==> src/rtl/rs_enc.sv <==
// ---------------------------------------------------------------------------
// rs_enc -- systematic Reed-Solomon RS(N, N-NPAR) encoder over GF(2^8).
//
// Data symbols are passed straight through (one register stage) while a
// generator-polynomial LFSR accumulates the remainder.  After the last data
// symbol the NPAR remainder symbols are shifted out, highest degree first,
// which is the symbol order the downstream rsdec decoder expects on x.
//
// Ports:
//   clk        rising-edge clock
//   rst_n      asynchronous active-low reset (discards any partial frame)
//   x          data symbol in
//   in_valid   x valid this cycle
//   in_ready   encoder can take x (low while parity is being emitted)
//   y          codeword symbol out
//   out_valid  y valid
//   out_first  y is codeword symbol 0
//   out_last   y is the final parity symbol
//
// Optional build macro RS_ENC_ERR_INJECT_EN adds inj_en / inj_pos / inj_val:
// a single output symbol of the frame can be XOR-corrupted so decoder
// benches get a known error without a separate corrupter.  The LFSR always
// sees the clean data, so the corruption is a genuine channel-style error.
// ---------------------------------------------------------------------------
module rs_enc #(
    parameter int         N    = 255,
    parameter int         NPAR = 32,
    parameter int         FCR  = 0,
    parameter logic [8:0] PRIM = 9'h11D
) (
    input  logic       clk,
    input  logic       rst_n,
    input  logic [7:0] x,
    input  logic       in_valid,
`ifdef RS_ENC_ERR_INJECT_EN
    input  logic       inj_en,
    input  logic [7:0] inj_pos,
    input  logic [7:0] inj_val,
`endif
    output logic       in_ready,
    output logic [7:0] y,
    output logic       out_valid,
    output logic       out_first,
    output logic       out_last
);

    localparam int         K      = N - NPAR;
    localparam logic [7:0] K_LAST = 8'(K - 1);
    localparam logic [7:0] P_LAST = 8'(NPAR - 1);

    // GF(2^8) multiply, shift-and-add with reduction by PRIM.  With one
    // operand constant this collapses to a small XOR network.
    function automatic logic [7:0] gf_mul(input logic [7:0] a, input logic [7:0] b);
        logic [7:0] p;
        logic [7:0] aa;
        p  = 8'h00;
        aa = a;
        for (int i = 0; i < 8; i++) begin
            if (b[i]) p ^= aa;
            aa = aa[7] ? ({aa[6:0], 1'b0} ^ PRIM[7:0]) : {aa[6:0], 1'b0};
        end
        return p;
    endfunction

    function automatic logic [7:0] gf_pow_alpha(input int e);
        logic [7:0] v;
        v = 8'h01;
        for (int i = 0; i < e; i++) v = gf_mul(v, 8'h02);
        return v;
    endfunction

    // g(x) = prod (x + alpha^(FCR+i)); coefficient j lives in bits [8j +: 8].
    // The leading coefficient is 1 and is not returned.
    function automatic logic [NPAR*8-1:0] gen_poly();
        logic [(NPAR+1)*8-1:0] g;
        logic [7:0]            root;
        g      = '0;
        g[7:0] = 8'h01;
        for (int i = 0; i < NPAR; i++) begin
            root = gf_pow_alpha(FCR + i);
            // Descending j so g[j-1] is still the old coefficient.
            for (int j = NPAR; j > 0; j--)
                g[j*8 +: 8] = g[(j-1)*8 +: 8] ^ gf_mul(g[j*8 +: 8], root);
            g[7:0] = gf_mul(g[7:0], root);
        end
        return g[NPAR*8-1:0];
    endfunction

    localparam logic [NPAR*8-1:0] GEN = gen_poly();

    typedef enum logic {S_DATA, S_PARITY} state_t;

    state_t                 state;
    logic [7:0]             count;
    logic [NPAR-1:0][7:0]   r;
    logic [7:0]             fb;
    logic [7:0]             inj_mask;

    assign fb       = x ^ r[NPAR-1];
    assign in_ready = (state == S_DATA);

`ifdef RS_ENC_ERR_INJECT_EN
    logic       inj_en_q;
    logic [7:0] inj_pos_q;
    logic [7:0] inj_val_q;
    logic [7:0] out_idx;
    logic       first_acc;

    // Codeword index of the symbol being registered this cycle.
    assign out_idx   = (state == S_DATA) ? count : count + 8'(K);
    assign first_acc = (state == S_DATA) && in_valid && (count == 8'd0);

    // Symbol 0 is produced on the same edge that captures the settings, so
    // it must look at the live inputs rather than the held copies.
    always_comb begin
        inj_mask = 8'h00;
        if (first_acc) begin
            if (inj_en && inj_pos == 8'd0) inj_mask = inj_val;
        end else if (inj_en_q && inj_pos_q == out_idx) begin
            inj_mask = inj_val_q;
        end
    end

    always_ff @(posedge clk or negedge rst_n) begin
        if (!rst_n) begin
            inj_en_q  <= 1'b0;
            inj_pos_q <= 8'h00;
            inj_val_q <= 8'h00;
        end else if (first_acc) begin
            inj_en_q  <= inj_en;
            inj_pos_q <= inj_pos;
            inj_val_q <= inj_val;
        end
    end
`else
    assign inj_mask = 8'h00;
`endif

    always_ff @(posedge clk or negedge rst_n) begin
        if (!rst_n) begin
            state     <= S_DATA;
            count     <= 8'h00;
            r         <= '0;
            y         <= 8'h00;
            out_valid <= 1'b0;
            out_first <= 1'b0;
            out_last  <= 1'b0;
        end else begin
            case (state)
                S_DATA: begin
                    out_last <= 1'b0;
                    if (in_valid) begin
                        y         <= x ^ inj_mask;
                        out_valid <= 1'b1;
                        out_first <= (count == 8'd0);
                        r[0]      <= gf_mul(fb, GEN[7:0]);
                        for (int i = 1; i < NPAR; i++)
                            r[i] <= r[i-1] ^ gf_mul(fb, GEN[i*8 +: 8]);
                        if (count == K_LAST) begin
                            state <= S_PARITY;
                            count <= 8'h00;
                        end else begin
                            count <= count + 8'd1;
                        end
                    end else begin
                        out_valid <= 1'b0;
                        out_first <= 1'b0;
                    end
                end
                S_PARITY: begin
                    y         <= r[NPAR-1] ^ inj_mask;
                    out_valid <= 1'b1;
                    out_first <= 1'b0;
                    for (int i = NPAR - 1; i > 0; i--) r[i] <= r[i-1];
                    r[0] <= 8'h00;
                    if (count == P_LAST) begin
                        out_last <= 1'b1;
                        state    <= S_DATA;
                        count    <= 8'h00;
                    end else begin
                        out_last <= 1'b0;
                        count    <= count + 8'd1;
                    end
                end
                default: state <= S_DATA;
            endcase
        end
    end

endmodule

==> config.mk <==
export PLATFORM = sky130hd
export DESIGN_NAME = rs_enc
export DESIGN_NICKNAME = d
export VERILOG_FILES = /design/src/rtl/rs_enc.sv
export SDC_FILE = /design/constraint.sdc
export NUM_CORES = 1
export LEC_CHECK = 0
export CAP_MARGIN = 20
export CORE_ASPECT_RATIO = 1.1
export CORE_MARGIN = 2
export CORE_UTILIZATION = 35
export DETAILED_ROUTE_END_ITERATION = 16
export GPL_TIMING_DRIVEN = 1
export PLACE_DENSITY_LB_ADDON = 0.08
export SETUP_SLACK_MARGIN = 0.4
export SYNTH_ARGS = -nofsm -noshare
export SYNTH_HDL_FRONTEND = slang
export SYNTH_SLANG_ARGS = --single-unit
==> constraint.sdc <==
create_clock -name clk -period 6.12 [get_ports clk]
set_clock_uncertainty 0.15 [all_clocks]
set_input_delay 1.53 -clock clk [delete_from_list [all_inputs] [get_ports clk]]
set_output_delay 1.53 -clock clk [all_outputs]
set_load 0.005 [all_outputs]
Yosys cells after proc, flatten, opt, wreduce, memory -nomap -nowiden
Cells that the tools add are included.
- add/sub/neg operators: 1
- muxes and demuxes: 151
- reductions and logical operators: 1
- eq/ne operators: 3
- bitwise operators: 98
- operator list (cell ; number):
    $mux W8 ; 130
    $xor A8 B8 Y8 ; 90
    $pmux W256 S2 ; 1
    $mux W256 ; 1
    $mux W5 ; 7
    $pmux W8 S2 ; 2
    $not A4 Y4 ; 7
    $add A8 B1 Y8 const B ; 1
    $eq A8 B5 Y1 const B ; 1
    $eq A8 B8 Y1 const B ; 1
    $logic_not A8 Y1 ; 1
    $pmux W1 S2 ; 4
    $mux W1 ; 6
    $ne A2 B2 Y1 const B ; 1
    $not A1 Y1 ; 1
- flip-flop bits (word level): 276
- word-level logic and storage cells: 292

Depth between registers and ports, before layout
Gate-level depths: netlist of run 1.
- depth after elaboration: 26
- mapped depth: 8

Least setup slack after synthesis of run 1
OpenSTA, ideal clock, no wires.
- kind: input port to flip-flop
- from: in x[4]
- to: reg r[98] in the netlist's numbering
- arrival: 3438 ps
- path buffers: 1
- cell stages on the path: 7
- setup slack: 2406 ps
- path through: xnor2_2 > buf_4 > xnor3_1 > xor2_1 > xor2_1 > a21oi_1 > o2bb2a_1
- word-level cells in the longest chain between the ends: 14
- ends and longest elaborated chain (what ; line ; RTL):
    from (decl) ; 33 ; input logic [7:0] x,
    $xor A8 B8 Y8 * ; 99 ; assign fb = x ^ r[NPAR-1];
    $mux W5 * (2 in a row) ; 60 ; aa = aa[7] ? ({aa[6:0], 1'b0} ^ PRIM[7:0]) : {aa[6:0], 1'b0};
    $not A4 Y4 (no source line) ; - ;
    $mux W5 * ; 60 ;
    $xor A8 B8 Y8 * ; 59 ; if (b[i]) p ^= aa;
    $mux W8 * ; 152 ; if (in_valid) begin
    $mux W8 * ; 149 ; case (state)
    $xor A8 B8 Y8 * ; 59 ;
    $mux W8 * ; 152 ;
    $mux W8 * ; 149 ;
    $xor A8 B8 Y8 * ; 158 ; r[i] <= r[i-1] ^ gf_mul(fb, GEN[i*8 +: 8]);
    $mux W256 * ; 152 ;
    $pmux W256 S2 * ; 149 ;
    to (signal, indexed assignment) ; 158 ;
    to (decl) ; 95 ; logic [NPAR-1:0][7:0] r;
Mark *: on every way between the ends. The rest lies on a longest branch, timed or not. The select of a mux whose other input is x is not followed.
A chain may end at the register's enable or synchronous reset.

Final worst setup path of run 1
- from: in x[7]
- to: reg r[98] in the netlist's numbering
- word-level cells in the longest chain between the ends: 15
- elaborated cells between the ends (all ways): 22
- classes of those cells: mux (14); bitwise (8)
- ends and longest elaborated chain (what ; line):
    $xor A8 B8 Y8 * ; 99
    $mux W5 * ; 60
    $mux W5 ; 60
    $xor A8 B8 Y8 ; 59
    $mux W8 ; 152
    $mux W8 ; 149
    $xor A8 B8 Y8 ; 59
    $mux W8 ; 152
    $mux W8 ; 149
    $xor A8 B8 Y8 * ; 59
    $mux W8 * ; 152
    $mux W8 * ; 149
    $xor A8 B8 Y8 * ; 158
    $mux W256 * ; 152
    $pmux W256 S2 * ; 149
Marked as above.

==> results.py, run 1 <==
metrics = {
    "outcome": {
        "outcome": "completed",
    },
    "sta": {
        "setup_tns_ps": 0,
        "final_max_slew_viol_count": 0,
        "tightest_slew_ps": 941,
        "max-slew-margin-rel_pct": 37.2,
        "period_needed_ps": 4520,
        "hold_violations": 0,
        "fmax_ghz": 0.221,
        "setup-violations-final": 0,
        "rsz0062_at_grt": "false",
        "fin_crit_sh_pct": 73.9,
    },
    "critical_path": {
        "worstPathMaxFanout": 9,
        "worstReg2RegStart": "state",
        "crit_slowest_cell": "xnor2_2",
        "critPathMaxStageDelay_ps": 590,
        "critPathKind": "in2reg",
        "critPathMostFrequentCell": "xor2_1",
        "worstReg2RegEnd": "r[205]",
        "path_cells": "clkdlybuf4s50_1 -> xnor2_2 -> buf_4 -> xnor3_1 -> xor2_1 -> xor2_1 -> a21oi_1 -> o2bb2a_1",
        "rrSetupSlack_ps": 2630,
        "cp_top_family": "XOR/XNOR gates",
        "critPathBufInv": 2,
        "critPathRequiredTime_ps": 6400,
        "arrival_ps": 4800,
        "cp-end-kind": "flip-flop",
        "rr_worst_depth": 5,
        "start_kind": "primary input",
    },
    "synth": {
        "synth_common_cells": "dfrtp_1, nor2_1, a21oi_1",
        "synth_area_leaders": "dfrtp_1, xnor2_1, a21oi_1",
        "yosysWarnings": 0,
        "synth_edf_count": 0,
        "ys_ff_latch": 276,
        "netlist_instances": 1736,
        "ys_seq_area_share_pct": 43.9,
        "yosysTopAreaCell": "dfrtp_1",
        "synth_most_common_cell": "dfrtp_1",
        "async_flop_share_pct": 100,
        "syn-cell-area_sq_um": 15700,
        "synth_nets": 1750,
        "synth.avg_cell_area_sq_um": 9.07,
        "synth_cell_types": 49,
        "synth.top_cell.area_share_pct": 43.9,
        "synth_flop_cell": "dfrtp_1",
    },
    "floorplan": {
        "initial_utilization_pct": 35.5,
        "rows": 81,
        "dieHeight_microns": 226,
        "ios": 23,
        "fp.dieArea_sq_um": 46700,
        "die_width_microns": 206,
        "core-area_sq_um": 44400,
    },
    "route": {
        "via_per_inst": 5.62,
        "wl_microns": 54200,
        "wl_per_cell_microns": 23.5,
        "via_count": 13000,
        "postRouteAntennaNets": 0,
        "drt_iter0_drc": 1194,
        "drc": 0,
        "dr.pass1.iters": 5,
    },
    "clock_network": {
        "cts-root-buf": "clkbuf_16",
        "cts.sinks": 276,
        "post_cts_buffers": 0,
        "cts_hold_buf": 0,
        "cts_max_path_buffers": 3,
        "cts_tree": "done",
        "post_cts_resized": 0,
        "htreeDepth": 2,
        "cts_made_buffers": 35,
        "clk_latency_ps": 550,
        "clk_pin_slew_ps": 60,
    },
    "min_path": {
        "hold_path.class": "reg2reg",
        "hold_path_end": "r[170]",
        "timing.hold.worst_path_depth": 2,
        "hold_path.startpoint": "r[170]",
    },
    "global_route": {
        "track_usage_pct": 23.5,
        "antenna_found_initial": 1,
        "grt_overflow": 0,
        "grt_max_degree": 207,
        "grt_pass1_vias": 12000,
        "grt_pass1_wl_microns": 80600,
    },
    "placement": {
        "dp.final_hpwl_microns": 35600,
        "placedCellCount": 2248,
        "place_area_sq_um": 16600,
        "portBuffers": 22,
        "gp_congestion": 0.834,
    },
    "layout": {
        "layout-drive-gt1-share_pct": 7.71,
        "area_growth_pct": 13.0,
        "fin_nets": 1719,
        "stdcell_area_sq_um": 17800,
        "final_core_util_pct": 40.1,
        "fill_cells": 4409,
        "finalNonFillerCells": 2307,
    },
    "flow_run": {
        "cap_viol_max_count": 0,
    },
}
## metal layers
| metal | global-route usage (%) | routed length [microns] |
|---|---|---|
| met4 | 8.18 | 1960 |
| met1 | 32.6 | 24600 |
| met5 | 0 | 0 |
| met2 | 37.1 | 24800 |
| met3 | 3.97 | 2850 |
## cell usage in the layout, fill, tap and decap left out, types with 6 or more instances in the layout
| master | count |
|---|---|
| dfrtp_1 | 275 |
| nor2_1 | 209 |
| a21oi_1 | 207 |
| nand2_1 | 140 |
| xnor2_1 | 134 |
| o21ai_0 | 133 |
| o22ai_1 | 70 |
| o22a_1 | 60 |
| nand3_1 | 50 |
| xor2_1 | 42 |
| a22oi_1 | 37 |
| clkbuf_16 | 37 |
| a31oi_1 | 35 |
| inv_1 | 34 |
| buf_4 | 34 |
| a2bb2oi_1 | 33 |
| xnor2_2 | 21 |
| clkdlybuf4s50_1 | 20 |
| o21a_1 | 18 |
| xnor3_1 | 15 |
| and2_1 | 10 |
| nand3b_1 | 10 |
| o2bb2a_1 | 8 |
| mux2i_1 | 8 |
| o211ai_1 | 7 |
| o2bb2ai_1 | 6 |
| clkbuf_8 | 6 |
| clkbuf_1 | 6 |
## worst max-delay path by stage
stage	startpoint	depth (start not counted)	endpoint
floorplan	x[4]	7	r[98]
global route	x[7]	8	r[98]
finish	x[7]	8	r[98]
CTS	x[7]	8	r[98]
global placement	x[7]	8	r[98]
detailed placement	x[7]	8	r[98]
## registers in the layout, summed over array words and instances, names as in the netlist
name	count
count	8
out_last	1
state	1
y	8
r	256
out_valid	1
out_first	1
## kinds of logic after synthesis
kind of cell               count (synthesis)  share of synthesized area (%)
adders and majority gates                  3                          0.239
DFF                                      276                           43.9
buffers and inverters                    166                           4.14
xor gates and xnor gates                 224                           15.3
AOI/OAI and AO/OA                        628                           24.6
muxes                                      9                          0.580
and+or+nand+nor                          430                           11.2
## area by class of cell
type	instances	area, sq um	area share (%)
well taps	581	727	4.09
multi-input cells	1294	8280	46.5
inverters	36	140	0.788
diodes	1	2.50	0.0141
clock buffers	49	1030	5.80
repair buffers	62	601	3.38
flip-flops and latches	276	6910	38.9
clock inverters	8	95.1	0.535
## metrics by stage
stage / worst slack (ps) / hold slack, ps
after floorplan: 2410 / 315
after global placement: 1100 / 337
after detailed placement: 1060 / 345
after CTS: 1620 / 360
after global routing: 1480 / 393
final: 1600 / 353
## tightest hold or removal path, cell delays in order (launching register included)
cell and delay [ps]:
dfrtp_1 360, nand2_1 50, o21ai_0 60
Power of run 1 is left out: the tool's default activity adds up to more than one toggle a clock period on the data nets, which glitch-free logic cannot reach.
==> run 2: changes to the inputs <==
clock period = 4.2 ns   (was 6.12 ns; I/O delays follow)
==> run 2 against run 1 <==
Sequential cell count stayed put; first-iteration DRC count is 7.7% lower; core utilization is 0.91 points higher; count of clock-buffer cells in the layout is 4 higher; final area is 2.3% higher; largest cell class unchanged.
==> results.py, run 2 (same netlist as run 1, synthesis figures left out) <==
metrics = {
    "placement": {
        "pre_cts_ws_ps": -32.5,
        "dp.final_hpwl_microns": 35800,
        "place_area_sq_um": 17100,
        "portBuffers": 22,
        "gp_congestion": 0.835,
    },
    "floorplan": {
        "rows": 81,
        "ios": 23,
        "dieHeight_microns": 226,
        "initial_utilization_pct": 35.5,
        "core-area_sq_um": 44400,
        "die_width_microns": 206,
        "fp.dieArea_sq_um": 46700,
    },
    "sta": {
        "hold_violations": 0,
        "fin_crit_sh_pct": 85.0,
        "fmax_ghz": 0.280,
        "tightest_slew_ps": 1150,
        "period_needed_ps": 3570,
        "fin_ws_ps": 628,
        "rsz0062_at_grt": "false",
        "setup-violations-final": 0,
        "max-slew-margin-rel_pct": 23.1,
        "setup_tns_ps": 0,
        "final_max_slew_viol_count": 0,
    },
    "critical_path": {
        "worstReg2RegStart": "r[255]",
        "rrSetupSlack_ps": 1150,
        "worstReg2RegEnd": "r[194]",
        "worstPathMaxFanout": 6,
        "critPathRequiredTime_ps": 4480,
        "start_kind": "primary input",
        "cp-end-kind": "flip-flop",
        "arrival_ps": 3850,
        "rr_worst_depth": 7,
        "critPathKind": "in2reg",
    },
    "route": {
        "dr.pass1.iters": 5,
        "wl_microns": 53700,
        "highest_layer": "met4",
        "wl_per_cell_microns": 22.8,
        "drt_iter0_drc": 1102,
        "dr_wl_met2_microns": 24500,
        "via_per_inst": 5.53,
        "drc": 0,
        "met1Wirelength_microns": 25200,
        "via_count": 13000,
        "postRouteAntennaNets": 0,
        "wl_met3_microns": 2300,
    },
    "clock_network": {
        "clk_pin_slew_ps": 50,
        "cts_tree": "done",
        "cts_hold_buf": 0,
        "htreeDepth": 2,
        "cts_made_buffers": 35,
        "cts_max_path_buffers": 3,
        "cts.sinks": 276,
        "clk_latency_ps": 550,
        "cts-root-buf": "clkbuf_16",
    },
    "layout": {
        "stdcell_area_sq_um": 18200,
        "final_cell_mix": "dfrtp_1, nor2_1, a21oi_1",
        "final_common_cell": "dfrtp_1",
        "top_register": "r",
        "largest_register_ffs": 256,
        "area_growth_pct": 15.6,
        "diodes": 0,
        "top_regs": "r (256), count (8), y (8)",
        "fin_nets": 1770,
        "final_core_util_pct": 41.0,
        "layout-drive-gt1-share_pct": 10.1,
    },
    "global_route": {
        "grt_pass1_vias": 12400,
        "grt_pass1_wl_microns": 81400,
        "grt_overflow": 0,
        "grt_max_degree": 232,
        "track_usage_pct": 23.6,
        "antenna_found_initial": 0,
    },
    "min_path": {
        "hold_path.class": "in2async",
    },
    "outcome": {
        "outcome": "completed",
    },
    "flow_run": {
        "cap_viol_max_count": 0,
    },
}
-- run 2: timing repair --
item	CTS	global route
setup endpoints to repair	0	2
buffers inserted	0	0
resized for setup	0	1
-- run 2: per-layer routing --
metal	up-vias	track usage, %
met5	-	0
met1	6473	33.7
li1	6184	-
met2	295	36.7
met4	0	8.27
met3	66	3.16
-- run 2: per-stage QoR --
step           hold WS (ps)  std cells
5_1_grt                 389       2356
6_report                345       2356
4_1_cts                 355       2356
3_5_place_dp            341       2300
3_3_place_gp            335       2300
2_1_floorplan           315       1736
-- run 2: how the worst max path moves through the flow --
stage | startpoint | end | cells after the start
CTS | x[3] | r[77] | 8
global route | x[7] | r[194] | 8
detailed placement | x[3] | r[77] | 8
floorplan | x[4] | r[98] | 7
finish | x[3] | r[163] | 7
global placement | x[3] | r[77] | 8
-- run 2: worst max-delay path, cell delays in order --
cell and delay [ps]:
clkdlybuf4s50_1 550, xnor2_4 590, xnor3_1 660, xnor2_2 260, xnor2_1 300, a21oi_1 100
o2bb2a_1 320
-- run 2: cell type report --
type	count	area [sq um]
fill	4379	26200
tap	581	727
sequential	276	6910
timing repair buffer	113	1050
inverter	36	140
clock inverter	3	40.0
clock buffer	53	1040
multi-input combinational	1294	8290
Power of run 2 is left out for the same reason.
